## config.mk

```make
export PLATFORM = sky130hd
export DESIGN_NAME = mod_ramp_gen_flat
export DESIGN_NICKNAME = d
export VERILOG_FILES = /design/src/rtl/mod_ramp_gen_pkg.sv /design/src/rtl/mod_ramp_gen_if.sv /design/src/rtl/ramp_wrap_acc.sv /design/src/rtl/mod_ramp_gen.sv /design/src/flat_wrapper.sv
export SDC_FILE = /design/constraint.sdc
export NUM_CORES = 1
export LEC_CHECK = 0
export ABC_AREA = 1
export CAP_MARGIN = 40
export CORE_ASPECT_RATIO = 1.1
export CORE_MARGIN = 2
export CORE_UTILIZATION = 56
export DETAILED_ROUTE_END_ITERATION = 6
export PLACE_DENSITY = 0.86
export SETUP_SLACK_MARGIN = 0.02
export SYNTH_ARGS = -nofsm -noshare
export SYNTH_HDL_FRONTEND = slang
export SYNTH_SLANG_ARGS = --single-unit
```

## constraint.sdc

```tcl
create_clock -name i_clk -period 12.6 [get_ports i_clk]
set_input_delay 2.52 -clock i_clk [delete_from_list [all_inputs] [get_ports i_clk]]
set_output_delay 2.52 -clock i_clk [all_outputs]
set_load 0.01 [all_outputs]
```

## src/rtl/mod_ramp_gen_pkg.sv

```systemverilog
// Shared definitions for the gyro modulation / phase-ramp generator.
// Latency: n/a (types, constants and pure functions only).
// Backpressure: n/a.
package mod_ramp_gen_pkg;

   // Modulation state index; the encoding is also what o_status reports.
   typedef enum logic [1:0] {
      S0 = 2'd0,
      S1 = 2'd1,
      S2 = 2'd2,
      S3 = 2'd3
   } state_e;

   // Shortest dwell per modulation state, in clocks.
   localparam int MIN_DWELL = 2;

   // Successor state within a period. In two-state mode, any index other
   // than S0 returns to S0, so a stale S2/S3 index cannot persist.
   function automatic state_e next_state(input state_e cur, input logic mode);
      logic [1:0] nxt;
      if (!mode) begin
         nxt = (cur == S0) ? 2'd1 : 2'd0;
      end else begin
         nxt = cur + 2'd1;
      end
      return state_e'(nxt);
   endfunction

   // Final state of a full modulation period for the given mode.
   function automatic state_e last_state(input logic mode);
      return mode ? S3 : S1;
   endfunction

endpackage

```

## src/rtl/mod_ramp_gen_if.sv

```systemverilog
// Bus bundle for mod_ramp_gen: configuration inputs and DAC-side outputs.
// Latency: n/a (wiring only).
// Backpressure: none; all signals are level/strobe, free running.
// master drives i_* and observes o_*; slave (the generator) does the reverse.
interface mod_ramp_gen_if #(
   parameter int OUTPUT_BIT = 16,
   parameter int ACC_BIT    = 32,
   parameter int CNT_BIT    = 32
);
   logic [CNT_BIT-1:0]    i_freq_cnt;
   logic                  i_mode;
   logic [OUTPUT_BIT-1:0] i_amp0;
   logic [OUTPUT_BIT-1:0] i_amp1;
   logic [OUTPUT_BIT-1:0] i_amp2;
   logic [OUTPUT_BIT-1:0] i_amp3;
   logic [ACC_BIT-1:0]    i_step;
   logic [ACC_BIT-1:0]    i_v2pi;
   logic                  i_fb_on;
   logic [OUTPUT_BIT-1:0] o_mod;
   logic [1:0]            o_status;
   logic                  o_step_trig;
   logic [OUTPUT_BIT-1:0] o_ramp;
   logic [OUTPUT_BIT-1:0] o_dac;

   modport master (
      output i_freq_cnt, i_mode, i_amp0, i_amp1, i_amp2, i_amp3,
      output i_step, i_v2pi, i_fb_on,
      input  o_mod, o_status, o_step_trig, o_ramp, o_dac
   );

   modport slave (
      input  i_freq_cnt, i_mode, i_amp0, i_amp1, i_amp2, i_amp3,
      input  i_step, i_v2pi, i_fb_on,
      output o_mod, o_status, o_step_trig, o_ramp, o_dac
   );
endinterface

```

## src/rtl/ramp_wrap_acc.sv

```systemverilog
// Phase-ramp accumulator wrapped into [0, v2pi), with a hard clear from fb_on.
// Latency: acc updates on the clock after i_upd; i_fb_on low clears on the next clock.
// Backpressure: none.
// Ports: i_clk, i_rst (sync, active high), i_fb_on, i_upd (period strobe),
//        i_step (signed increment), i_v2pi (unsigned span), o_ramp (acc top bits).
module ramp_wrap_acc #(
   parameter int ACC_BIT    = 32,
   parameter int OUTPUT_BIT = 16
) (
   input  logic                  i_clk,
   input  logic                  i_rst,
   input  logic                  i_fb_on,
   input  logic                  i_upd,
   input  logic [ACC_BIT-1:0]    i_step,
   input  logic [ACC_BIT-1:0]    i_v2pi,
   output logic [OUTPUT_BIT-1:0] o_ramp
);
   localparam int W = ACC_BIT + 2;

   logic [ACC_BIT-1:0]  acc_q, acc_d;
   logic signed [W-1:0] sum;
   logic signed [W-1:0] v2pi_x;

   // acc is an unsigned phase in [0, v2pi); two guard bits keep acc+step and
   // the compare against v2pi exact for any step sign.
   always_comb begin
      sum    = signed'({2'b00, acc_q}) + signed'({{2{i_step[ACC_BIT-1]}}, i_step});
      v2pi_x = signed'({2'b00, i_v2pi});
      acc_d  = acc_q;
      if (!i_fb_on) begin
         acc_d = '0;
      end else if (i_upd) begin
         // One correction only; an oversized step is not re-wrapped.
         if (sum >= v2pi_x) begin
            acc_d = ACC_BIT'(sum - v2pi_x);
         end else if (sum[W-1]) begin
            acc_d = ACC_BIT'(sum + v2pi_x);
         end else begin
            acc_d = ACC_BIT'(sum);
         end
      end
   end

   always_ff @(posedge i_clk) begin
      if (i_rst) begin
         acc_q <= '0;
      end else begin
         acc_q <= acc_d;
      end
   end

   assign o_ramp = acc_q[ACC_BIT-1 -: OUTPUT_BIT];

endmodule

```

## src/rtl/mod_ramp_gen.sv

```systemverilog
// Two/four-state bias modulation plus wrapped phase ramp, summed into the DAC word.
// Latency: o_mod/o_status registered on the state change; o_ramp 1 clk after trig; o_dac 1 clk after both.
// Backpressure: none; free running on every clock.
// Ports: i_clk, i_rst (sync, active high), bus (slave): config in, o_mod/o_status/o_step_trig/o_ramp/o_dac out.
module mod_ramp_gen
   import mod_ramp_gen_pkg::*;
#(
   parameter int OUTPUT_BIT = 16,
   parameter int ACC_BIT    = 32,
   parameter int CNT_BIT    = 32
) (
   input  logic           i_clk,
   input  logic           i_rst,
   mod_ramp_gen_if.slave  bus
);
   logic                             started_q;
   state_e                           state_q, state_d;
   logic [CNT_BIT-1:0]               cnt_q, cnt_d;
   logic [CNT_BIT-1:0]               freq_sh_q, freq_sh_d;
   logic                             mode_sh_q, mode_sh_d;
   logic [3:0][OUTPUT_BIT-1:0]       amp_sh_q, amp_sh_d;
   logic [OUTPUT_BIT-1:0]            mod_q, mod_d;
   logic [1:0]                       status_q, status_d;
   logic                             trig_q, trig_d;
   logic [OUTPUT_BIT-1:0]            dac_q, dac_d;
   logic [CNT_BIT-1:0]               dwell_m1;
   logic                             load;
   logic [OUTPUT_BIT-1:0]            ramp;

   // Shadows refresh when the first period starts and at every period
   // boundary, so a running period never sees mid-period input changes.
   assign load = !started_q || trig_q;

   // Next-state: shadows, dwell counter and state index.
   always_comb begin
      freq_sh_d = freq_sh_q;
      mode_sh_d = mode_sh_q;
      amp_sh_d  = amp_sh_q;
      if (load) begin
         freq_sh_d = bus.i_freq_cnt;
         mode_sh_d = bus.i_mode;
         amp_sh_d  = {bus.i_amp3, bus.i_amp2, bus.i_amp1, bus.i_amp0};
      end

      if (freq_sh_d < CNT_BIT'(MIN_DWELL)) begin
         dwell_m1 = CNT_BIT'(MIN_DWELL - 1);
      end else begin
         dwell_m1 = freq_sh_d - CNT_BIT'(1);
      end

      state_d = state_q;
      cnt_d   = cnt_q;
      if (load) begin
         // Period boundary (or first period): always restart at S0 with the
         // freshly shadowed dwell, whatever the new mode is.
         state_d = S0;
         cnt_d   = dwell_m1;
      end else if (cnt_q == '0) begin
         state_d = next_state(state_q, mode_sh_q);
         cnt_d   = dwell_m1;
      end else begin
         cnt_d   = cnt_q - CNT_BIT'(1);
      end
   end

   // Outputs: registered copies of what the next state implies.
   always_comb begin
      mod_d    = amp_sh_d[state_d];
      status_d = state_d;
      trig_d   = (state_d == last_state(mode_sh_d)) && (cnt_d == '0);
      dac_d    = ramp + mod_q;
   end

   // State register.
   always_ff @(posedge i_clk) begin
      if (i_rst) begin
         started_q <= 1'b0;
         state_q   <= S0;
         cnt_q     <= '0;
         freq_sh_q <= '0;
         mode_sh_q <= 1'b0;
         amp_sh_q  <= '0;
         mod_q     <= '0;
         status_q  <= '0;
         trig_q    <= 1'b0;
         dac_q     <= '0;
      end else begin
         started_q <= 1'b1;
         state_q   <= state_d;
         cnt_q     <= cnt_d;
         freq_sh_q <= freq_sh_d;
         mode_sh_q <= mode_sh_d;
         amp_sh_q  <= amp_sh_d;
         mod_q     <= mod_d;
         status_q  <= status_d;
         trig_q    <= trig_d;
         dac_q     <= dac_d;
      end
   end

   ramp_wrap_acc #(
      .ACC_BIT    (ACC_BIT),
      .OUTPUT_BIT (OUTPUT_BIT)
   ) u_acc (
      .i_clk   (i_clk),
      .i_rst   (i_rst),
      .i_fb_on (bus.i_fb_on),
      .i_upd   (trig_q),
      .i_step  (bus.i_step),
      .i_v2pi  (bus.i_v2pi),
      .o_ramp  (ramp)
   );

   assign bus.o_mod       = mod_q;
   assign bus.o_status    = status_q;
   assign bus.o_step_trig = trig_q;
   assign bus.o_ramp      = ramp;
   assign bus.o_dac       = dac_q;

endmodule

```

## src/flat_wrapper.sv

```systemverilog
// flat-port wrapper written by rule: the top's interface ports become plain ports
module mod_ramp_gen_flat import mod_ramp_gen_pkg::*;
#(
   parameter int OUTPUT_BIT = 16,
   parameter int ACC_BIT    = 32,
   parameter int CNT_BIT    = 32
)
  (i_clk, i_rst, bus_i_freq_cnt, bus_i_mode, bus_i_amp0, bus_i_amp1, bus_i_amp2, bus_i_amp3, bus_i_step, bus_i_v2pi, bus_i_fb_on, bus_o_mod, bus_o_status, bus_o_step_trig, bus_o_ramp, bus_o_dac);
  mod_ramp_gen_if #(.OUTPUT_BIT(OUTPUT_BIT), .ACC_BIT(ACC_BIT), .CNT_BIT(CNT_BIT)) bus_i ();
  input  logic i_clk;
  input  logic i_rst;
  input wire logic [$bits(bus_i.i_freq_cnt)-1:0] bus_i_freq_cnt;
  input wire logic [$bits(bus_i.i_mode)-1:0] bus_i_mode;
  input wire logic [$bits(bus_i.i_amp0)-1:0] bus_i_amp0;
  input wire logic [$bits(bus_i.i_amp1)-1:0] bus_i_amp1;
  input wire logic [$bits(bus_i.i_amp2)-1:0] bus_i_amp2;
  input wire logic [$bits(bus_i.i_amp3)-1:0] bus_i_amp3;
  input wire logic [$bits(bus_i.i_step)-1:0] bus_i_step;
  input wire logic [$bits(bus_i.i_v2pi)-1:0] bus_i_v2pi;
  input wire logic [$bits(bus_i.i_fb_on)-1:0] bus_i_fb_on;
  output wire logic [$bits(bus_i.o_mod)-1:0] bus_o_mod;
  output wire logic [$bits(bus_i.o_status)-1:0] bus_o_status;
  output wire logic [$bits(bus_i.o_step_trig)-1:0] bus_o_step_trig;
  output wire logic [$bits(bus_i.o_ramp)-1:0] bus_o_ramp;
  output wire logic [$bits(bus_i.o_dac)-1:0] bus_o_dac;
  assign bus_i.i_freq_cnt = bus_i_freq_cnt;
  assign bus_i.i_mode = bus_i_mode;
  assign bus_i.i_amp0 = bus_i_amp0;
  assign bus_i.i_amp1 = bus_i_amp1;
  assign bus_i.i_amp2 = bus_i_amp2;
  assign bus_i.i_amp3 = bus_i_amp3;
  assign bus_i.i_step = bus_i_step;
  assign bus_i.i_v2pi = bus_i_v2pi;
  assign bus_i.i_fb_on = bus_i_fb_on;
  assign bus_o_mod = bus_i.o_mod;
  assign bus_o_status = bus_i.o_status;
  assign bus_o_step_trig = bus_i.o_step_trig;
  assign bus_o_ramp = bus_i.o_ramp;
  assign bus_o_dac = bus_i.o_dac;
  mod_ramp_gen #(.OUTPUT_BIT(OUTPUT_BIT), .ACC_BIT(ACC_BIT), .CNT_BIT(CNT_BIT)) u_core (.i_clk(i_clk), .i_rst(i_rst), .bus(bus_i));
endmodule
```

==> flow_summary_export.csv, run 1 <==
group,metric,value,unit
synth,syn_inst,2680,
synth,synth_seq_area_share,0.237,
sta,hold_viol_final,0,
floorplan,dieArea,31100,um^2
sta,clock.fmax,124,MHz
clocking,cts.path.max_buffers,2,
floorplan,core_area,29400,um^2
synth,synth.avg_cell_area,6.21,um^2
floorplan,rows,66,
power_and_ir_drop,cellLeakagePower,9.54,nW
critical_path,r2r-start,"u_core.u_acc.acc_q[16]",
global_route,grt_pass1_vias,17850,
synth,ys_top_cells_by_count,"nand2_1, nor2_1, inv_1, dfxtp_1, a21oi_1",
sta,min_period,8.08,ns
critical_path,cp-startpoint,"bus_i_step[12]",
finish,fin_nets,3106,
sta,worst_pin_slew,0.859,ns
critical_path,crit_fanout,18,
global_route,grtUsageTotal,0.385,
finish,antenna_cells,0,
power_and_ir_drop,netSwitchingFraction,0.371,
placed_design,place_congestion,1.07,
sta,setup_viol,0,
clocking,clockRootBuffer,"clkbuf_16",
critical_path,r2r_end,"u_core.u_acc.acc_q[3]",
synth,yosys.area.top_type,"dfxtp_1",
critical_path,crit_required,12.94,ns
critical_path,worstRegToRegCells,22,
synth,ys_ff_latch,197,
clocking,cts_resized,0,
synth,synth.most_common_cell,"nand2_1",
critical_path,path_class,"in -> reg",
synth,synth.cell_area,16700,um^2
flow_run,cap_violations,0,
route,vias,18532,
clocking,cts_buffers,17,
global_route,grt_antenna_before_repair,0,
route,drc,0,
route,drt_iter0_drc,1670,
power_and_ir_drop,power_density,92.6,nW/um^2
route,avgViaCountPerCell,5.77,
sta,rsz0062_at_grt,"no",
clocking,clk_latency,0.46,ns
synth,synth_enable_flop_cells,0,
power_and_ir_drop,ir_drop,0.000120,V
critical_path,cp.arrival,8.41,ns
critical_path,ff2ff_setup_slack,6.63,ns
synth,synth_top_area_share,0.237,
power_and_ir_drop,comb_power_share,0.315,
critical_path,cp-start-kind,"input pin",
global_route,grt_pass1_wl,93300,um
route,drt_pre_antenna_iters,6,
synth,async_flop_share,0,
clocking,hold_buffers,0,
sta,timing.final.ws_setup,4.52,ns
floorplan,initial_core_util,0.566,
finish,area_delta_synth_final,17.1,%
synth,synth_nets,2962,
finish,drive_gt1_frac,0.0300,
placed_design,dp.final_hpwl,48900,um
hold_path,worstHoldPathType,"reg -> reg",
floorplan,chipHeight,185,um
critical_path,endpoint_kind,"flop",
route,ant_nets,0,
sta,drv_slew,0,
sta,tns,0,ns
route,wl_per_cell,19.2,um
run_status,status,"completed",
global_route,grt_overflow_total,0,
synth,yosysUniqueCellTypes,51,
route,routed_wl,61500,um
global_route,grt_max_degree,63,
power_and_ir_drop,seqPwrFrac,0.374,
clocking,cts.sinks,197,
power_and_ir_drop,p_sw,0.671,mW
synth,yosys_warnings,0,
synth,synthTopCellsByArea,"dfxtp_1, nand2_1, nor2_1",
placed_design,place_ws,4.14,ns
placed_design,io_buffer_count,214,
power_and_ir_drop,p_int,1.14,mW
floorplan,die-width,168,um
clocking,cts_setup_buffers,0,
clocking,clk_pin_slew,0.08,ns
sta,skew,0.0140,ns
clocking,cts-htree-levels,4,
power_and_ir_drop,p_clk_frac,0.311,
clocking,tritoncts,"yes",
critical_path,crit_path_end,"u_core.u_acc.acc_q[3]",
floorplan,ioPinCount,215,
synth,synth_top_flop_cell,"dfxtp_1",
sta,min_period_over_period,0.641,
sta,relSlewSlack,0.427,
metrics by stage:
stage	utilization	power, mW	hold slack, ns	instance area, um^2	cells
final	0.664	1.81	0.493	19500	3211
after global routing	0.664	1.88	0.509	19500	3211
after CTS	0.664	1.80	0.486	19500	3211
after detailed placement	0.642	1.24	0.476	18900	3179
after global placement	0.640	1.23	0.461	18800	3176
after floorplan	-	1.05	0.448	16700	2680
flip-flops by register name (all words and copies together) (netlist names), 2 cells and up:
signal,flops
u_core.amp_sh_q,64
u_core.cnt_q,32
u_core.freq_sh_q,32
u_core.u_acc.acc_q,32
u_core.bus.o_dac,16
u_core.bus.o_mod,16
u_core.state_q,2
logic make-up (layout without fill, tap and decap cells):
family	count (synthesis)	count (layout)	share of synthesized area
adder cells (fa/ha/maj)	118	118	0.0905
flip-flops	197	197	0.237
multiplexers	65	65	0.0391
XOR/XNOR	93	93	0.0489
AO/OA/AOI/OAI	423	423	0.140
AND/OR/NAND/NOR	1365	1365	0.342
buffers and inverters	419	576	0.103
area by class of cell:
cell class	instances	area [um^2]
Inverter	317	1190
Tap cell	374	468
Fill cell	2612	9890
Multi-Input combinational cell	2064	11000
Sequential cell	197	3950
Timing Repair Buffer	227	2300
Clock inverter	14	189
Clock buffer	18	429
how the worst min path moves through the flow:
| stage | slack, ns | endpoint | depth (start not counted) | start |
|---|---|---|---|---|
| 3_5_place_dp | 0.48 | u_core.u_acc.acc_q[0] | 2 | u_core.u_acc.acc_q[0] |
| 6_report | 0.49 | u_core.amp_sh_q[14] | 2 | u_core.amp_sh_q[14] |
| 2_1_floorplan | 0.45 | u_core.u_acc.acc_q[0] | 2 | u_core.u_acc.acc_q[0] |
| 4_1_cts | 0.49 | u_core.u_acc.acc_q[0] | 2 | u_core.u_acc.acc_q[0] |
| 5_1_grt | 0.51 | u_core.u_acc.acc_q[0] | 2 | u_core.u_acc.acc_q[0] |
| 3_3_place_gp | 0.46 | u_core.u_acc.acc_q[0] | 2 | u_core.u_acc.acc_q[0] |
critical path: stages:
cell and delay (ns):
clkdlybuf4s50_1 0.47, ha_1 0.40, a21oi_1 0.28, o21ai_0 0.23, a21oi_1 0.30, nand3_1 0.28
a21oi_1 0.23, xnor2_1 0.28, ha_1 0.44, a21oi_1 0.23, a21boi_0 0.31, o21ai_0 0.17
a21oi_1 0.15, nand2_1 0.10, nand2_1 0.07, nand4_1 0.13, nand2_1 0.48, nand2_1 0.43
buf_4 0.33, inv_2 0.29, nor2_1 0.07, nor2_1 0.13, nor2_1 0.06
cell usage in the layout (no fill, tap or decap), drive strengths merged, types with 23 or more instances in the layout:
cell and count:
mux2i 65, xor2 75, nand4 38, nor3 23, o21ai 164, ha 114
clkdlybuf4s50 213, dfxtp 197, inv 317, nor2 452, nand3 176, nand2 639
a21oi 179
power groups by stage:
stage               registers, mW  logic, mW  clock network [mW]
finish                      0.676      0.568               0.562
global route                0.678      0.620               0.584
CTS                         0.675      0.556               0.564
detailed placement          0.689      0.549                   0
global placement            0.688      0.541                   0
floorplan                   0.687      0.359                   0
per-layer routing:
layer / vias to the layer above / track usage / routed length (um)
met5: - / 0 / 0
met3: 223 / 0.0498 / 4150
li1: 8909 / - / -
met1: 8486 / 0.423 / 22800
met2: 914 / 0.695 / 30300
met4: 0 / 0.258 / 4330
Power figures use the tool's default switching activity.
==> run 2, diff against run 1 <==
Clock period 12.6 ns to 7.6 ns, I/O delays scaled along.
==> run 2 against run 1 <==
Worst setup slack lost 3.6 ns. Flip-flop and latch count is the same. Die area is the same. Utilization barely moved. Critical path type unchanged. Critical endpoint unchanged. Largest power group unchanged.
==> flow_summary_export.csv, run 2 (same netlist as run 1, synthesis figures left out) <==
group,metric,value,unit
critical_path,r2r_end,"u_core.u_acc.acc_q[3]",
critical_path,crit_fanout,18,
clocking,cts-htree-levels,4,
critical_path,cp.arrival,6.97,ns
critical_path,crit_required,7.94,ns
sta,rsz0062_at_grt,"no",
finish,drive_gt1_frac,0.0306,
clocking,cts.path.max_buffers,2,
hold_path,worstHoldPathType,"reg -> reg",
critical_path,endpoint_kind,"flop",
clocking,cts_setup_buffers,0,
route,wl_per_cell,19.2,um
route,avgViaCountPerCell,5.71,
clocking,cts_resized,0,
floorplan,die-width,168,um
sta,relSlewSlack,0.474,
route,vias,18355,
critical_path,worstRegToRegCells,21,
critical_path,cp-startpoint,"bus_i_step[0]",
floorplan,rows,66,
finish,fin_nets,3108,
finish,layout_common_cells,"nand2_1, nor2_1, inv_1, clkdlybuf4s50_1, dfxtp_1",
finish,final_common_cell,"nand2_1",
clocking,tritoncts,"yes",
sta,min_period_over_period,0.872,
run_status,status,"completed",
sta,min_period,6.63,ns
finish,area_delta_synth_final,17.1,%
clocking,hold_buffers,0,
sta,clock.fmax,151,MHz
placed_design,place_ws,0.613,ns
global_route,grt_pass1_vias,17722,
clocking,cts.sinks,197,
sta,setup_viol,0,
floorplan,ioPinCount,215,
finish,regMostFlops,"u_core.amp_sh_q",
placed_design,place_congestion,1.12,
sta,drv_slew,0,
sta,skew,0.0128,ns
clocking,clk_latency,0.45,ns
route,ant_nets,0,
clocking,clockRootBuffer,"clkbuf_16",
flow_run,cap_violations,0,
critical_path,cp-start-kind,"input pin",
power_and_ir_drop,ir_drop,0.000239,V
power_and_ir_drop,cellLeakagePower,9.55,nW
sta,timing.final.ws_setup,0.972,ns
clocking,clk_pin_slew,0.08,ns
placed_design,io_buffer_count,214,
sta,tns,0,ns
hold_path,hold_path_depth,2,
floorplan,dieArea,31100,um^2
global_route,grtUsageTotal,0.384,
sta,worst_pin_slew,0.787,ns
placed_design,dp.cells,3181,
sta,hold_viol_final,0,
global_route,grt_antenna_before_repair,0,
floorplan,initial_core_util,0.566,
floorplan,chipHeight,185,um
power_and_ir_drop,finalPower,3.00,mW
critical_path,path_class,"in -> reg",
route,drt_pre_antenna_iters,5,
power_and_ir_drop,power_density,154,nW/um^2
finish,instances_no_fill,3213,
hold_path,min-delay-start,"u_core.amp_sh_q[42]",
global_route,grt_max_degree,93,
critical_path,ff2ff_setup_slack,2.17,ns
clocking,cts_buffers,17,
route,drc,0,
critical_path,r2r-start,"u_core.u_acc.acc_q[16]",
global_route,grt_overflow_total,0,
placed_design,dp.final_hpwl,49300,um
floorplan,core_area,29400,um^2
hold_path,min_to,"u_core.amp_sh_q[42]",
route,routed_wl,61600,um
finish,antenna_cells,0,
finish,nFillCells,2566,
route,drt_iter0_drc,1744,
finish,largest_reg_flops,64,
global_route,grt_pass1_wl,93300,um
-- run 2: cell count changes in the layout (fill, tap and decap cells not counted), sizes merged --
cell      before  now
bufinv         0    1
clkinvlp       1    2
clkinv        13    6
buf           14   16
clkbuf        18   19
inv          317  321
-- run 2: routing by layer --
metal | vias to the layer above | part of all wire | GRT usage
met4 | 0 | 0.062 | 0.225
li1 | 8909 | - | -
met2 | 856 | 0.50 | 0.708
met1 | 8404 | 0.37 | 0.427
met5 | - | 0 | 0
met3 | 186 | 0.062 | 0.0449
-- run 2: worst max path at each step --
| stage | endpoint | slack (ns) |
|---|---|---|
| after CTS | u_core.u_acc.acc_q[3] | 1.10 |
| after global routing | u_core.u_acc.acc_q[2] | 0.53 |
| after global placement | u_core.u_acc.acc_q[2] | 0.65 |
| after detailed placement | u_core.u_acc.acc_q[3] | 0.61 |
| final | u_core.u_acc.acc_q[3] | 0.97 |
| after floorplan | u_core.u_acc.acc_q[23] | 2.45 |
-- run 2: layout make-up --
class / count / area (um^2) / area share
tap: 374 / 468 / 0.0240
clock buffer: 19 / 443 / 0.0227
sequential: 197 / 3950 / 0.202
timing repair buffer: 229 / 2310 / 0.118
multi-input combinational: 2064 / 11000 / 0.563
inverter: 317 / 1190 / 0.0610
clock inverter: 13 / 159 / 0.00815
-- run 2: worst max-delay path, stage by stage --
cell             delay [ns]
clkdlybuf4s50_1        0.47
ha_1                   0.33
fa_1                   0.45
nand3_1                0.11
nand2_1                0.12
nand3_1                0.09
nand2_1                0.13
nand2_1                0.09
nand2_1                0.15
nand2_1                0.12
nand2_1                0.08
xor2_1                 0.39
ha_1                   0.42
nand2_1                0.19
inv_1                  0.06
a21oi_1                0.17
o21ai_0                0.12
a21oi_1                0.13
nand2_1                0.09
nand2_1                0.06
nand4_1                0.12
nand2_1                0.52
nand2_1                0.35
inv_2                  0.38
nor2_1                 0.09
nor2_1                 0.15
nor2_1                 0.05
-- run 2: through the flow --
stage / instance area [um^2] / hold WS (ns) / util
2_1_floorplan: 16700 / 0.448 / -
3_3_place_gp: 18800 / 0.461 / 0.640
3_5_place_dp: 18900 / 0.475 / 0.643
4_1_cts: 19500 / 0.486 / 0.663
5_1_grt: 19500 / 0.495 / 0.663
6_report: 19500 / 0.492 / 0.663
-- run 2: power by group --
group	switching (mW)	internal, mW
sequential	0.0316	1.09
combinational	0.598	0.347
clock	0.456	0.481
==> run 3, diff against run 2 <==
Settings changed: CAP_MARGIN 40 to 5, PLACE_DENSITY 0.86 to 0.81.
==> run 3 against run 2 <==
Largest power group unchanged. Via count rose by 0.82%. Combinational power fell by 1%. Worst setup slack got worse by 0.077 ns. Critical path type unchanged. Hold slack better by 0.0091 ns.
==> flow_summary_export.csv, run 3 (same netlist as run 1, synthesis figures left out) <==
group,metric,value,unit
sta,hold_viol_final,0,
sta,min_period_over_period,0.882,
route,ant_nets,0,
power_and_ir_drop,p_sw,1.08,mW
clocking,tritoncts,"yes",
route,routed_wl,61800,um
sta,setup_viol,0,
sta,tns,0,ns
critical_path,path_class,"in -> reg",
critical_path,cp-startpoint,"bus_i_step[12]",
critical_path,crit_fanout,23,
finish,fin_nets,3108,
sta,worst_pin_slew,1.07,ns
power_and_ir_drop,ir_drop,0.000190,V
critical_path,crit_required,7.98,ns
route,drc,0,
placed_design,io_buffer_count,214,
critical_path,r2r-start,"u_core.u_acc.acc_q[16]",
global_route,grtUsageTotal,0.389,
critical_path,critPathMaxStageDelay,0.46,ns
floorplan,chipHeight,185,um
hold_path,min-delay-start,"u_core.amp_sh_q[24]",
power_and_ir_drop,p_clk_frac,0.315,
sta,relSlewSlack,0.290,
global_route,grt_overflow_total,0,
floorplan,initial_core_util,0.566,
route,wl_per_cell,19.2,um
power_and_ir_drop,p_int,1.92,mW
route,vias,18506,
finish,regMostFlops,"u_core.amp_sh_q",
sta,clock.fmax,149,MHz
route,drt_pre_antenna_iters,6,
clocking,cts_buffers,17,
critical_path,crit_top_cell,"a21oi_1",
run_status,status,"completed",
finish,layout_common_cells,"nand2_1, nor2_1, inv_1, clkdlybuf4s50_1, dfxtp_1",
route,drt_iter0_drc,1465,
floorplan,core_area,29400,um^2
critical_path,endpoint_kind,"flop",
power_and_ir_drop,comb_power_share,0.311,
finish,instances_no_fill,3215,
floorplan,ioPinCount,215,
route,avgViaCountPerCell,5.76,
placed_design,place_ws,0.489,ns
finish,post-route-cell-area,19500,um^2
sta,skew,0.0219,ns
power_and_ir_drop,seqPwrFrac,0.373,
critical_path,ff2ff_setup_slack,2.02,ns
sta,min_period,6.70,ns
floorplan,dieArea,31100,um^2
finish,utilization,0.662,
hold_path,worstHoldPathType,"reg -> reg",
power_and_ir_drop,netSwitchingFraction,0.360,
clocking,clockRootBuffer,"clkbuf_16",
global_route,grt_max_degree,84,
clocking,cts_resized,0,
critical_path,cp-start-kind,"input pin",
critical_path,cpMaxStageDelayCell,"clkdlybuf4s50_1",
clocking,cts_setup_buffers,0,
global_route,grt_pass1_wl,94400,um
sta,drv_slew,0,
finish,final_common_cell,"nand2_1",
finish,drive_gt1_frac,0.0306,
critical_path,cp.arrival,7.08,ns
clocking,clk_pin_slew,0.08,ns
placed_design,placed_cell_area,18800,um^2
clocking,cts.sinks,197,
finish,largest_reg_flops,64,
floorplan,die-width,168,um
placed_design,dp.cells,3181,
clocking,cts.path.max_buffers,2,
sta,timing.final.ws_setup,0.895,ns
placed_design,dp.final_hpwl,49100,um
floorplan,rows,66,
power_and_ir_drop,power_density,154,nW/um^2
clocking,hold_buffers,0,
clocking,clk_latency,0.46,ns
finish,area_delta_synth_final,16.9,%
placed_design,place_congestion,0.977,
power_and_ir_drop,cellLeakagePower,9.53,nW
global_route,grt_antenna_before_repair,1,
flow_run,cap_violations,0,
clocking,cts-htree-levels,4,
critical_path,path_cells,"clkdlybuf4s50_1 > ha_1 > a21oi_1 > o21ai_0 > a21oi_1 > nand3_1 > a21oi_1 > xnor2_1 > ha_1 > a21oi_1 > a21boi_0 > o21ai_0 > a21oi_1 > nand2_1 > nand2_1 > nand4_1 > nand2_1 > buf_4 > nand2_1 > buf_4 > o21ai_0 > nor2_1 > nor2_1",
sta,rsz0062_at_grt,"no",
global_route,grt_pass1_vias,18015,
-- run 3: cell count changes in the layout (fill, tap and decap cells not counted), sizes merged --
cell      previous run  this run
diode                0         2
clkinvlp             2         1
clkbuf              19        20
-- run 3: final timing paths --
kind	to	depth (start not counted)
worst max-delay path	u_core.u_acc.acc_q[14]	23
worst min-delay path	u_core.amp_sh_q[24]	2
worst max register to register	u_core.u_acc.acc_q[14]	22
worst min register to register	u_core.amp_sh_q[24]	2
-- run 3: per-layer routing --
metal  global-route usage  vias to the layer above  wire length (um)
li1                     -                     8918                 -
met1                0.423                     8569             22900
met2                0.707                      817             30500
met3               0.0660                      202              4160
met4                0.242                        0              4140
met5                    0                        -                 0
-- run 3: area by class of cell --
type | instances | area, um^2
flip-flops and latches | 197 | 3950
diodes | 2 | 5.00
inverters | 317 | 1190
multi-input cells | 2064 | 11000
repair buffers | 229 | 2250
clock inverters | 12 | 155
fillers | 2547 | 9940
clock buffers | 20 | 457
well taps | 374 | 468
-- run 3: power by group through the flow --
| stage | Combinational, mW | Clock (mW) | Sequential [mW] |
|---|---|---|---|
| floorplan | 0.596 | 0 | 1.14 |
| global placement | 0.893 | 0 | 1.14 |
| detailed placement | 0.907 | 0 | 1.14 |
| CTS | 0.916 | 0.951 | 1.12 |
| global route | 1.03 | 0.982 | 1.13 |
| finish | 0.935 | 0.948 | 1.12 |
-- run 3: worst max-delay path, delay by kind of cell --
family	cells	cell delay, ns
compound gates	9	2.28
buf+inv	3	1.01
fa+ha+maj	2	0.83
simple gates	8	1.17
xor+xnor	1	0.26
-- run 3: through the flow --
stage | total power [mW] | hold WS, ns
floorplan | 1.73 | 0.448
global placement | 2.03 | 0.467
detailed placement | 2.05 | 0.483
CTS | 2.99 | 0.501
global route | 3.13 | 0.515
finish | 3.00 | 0.501
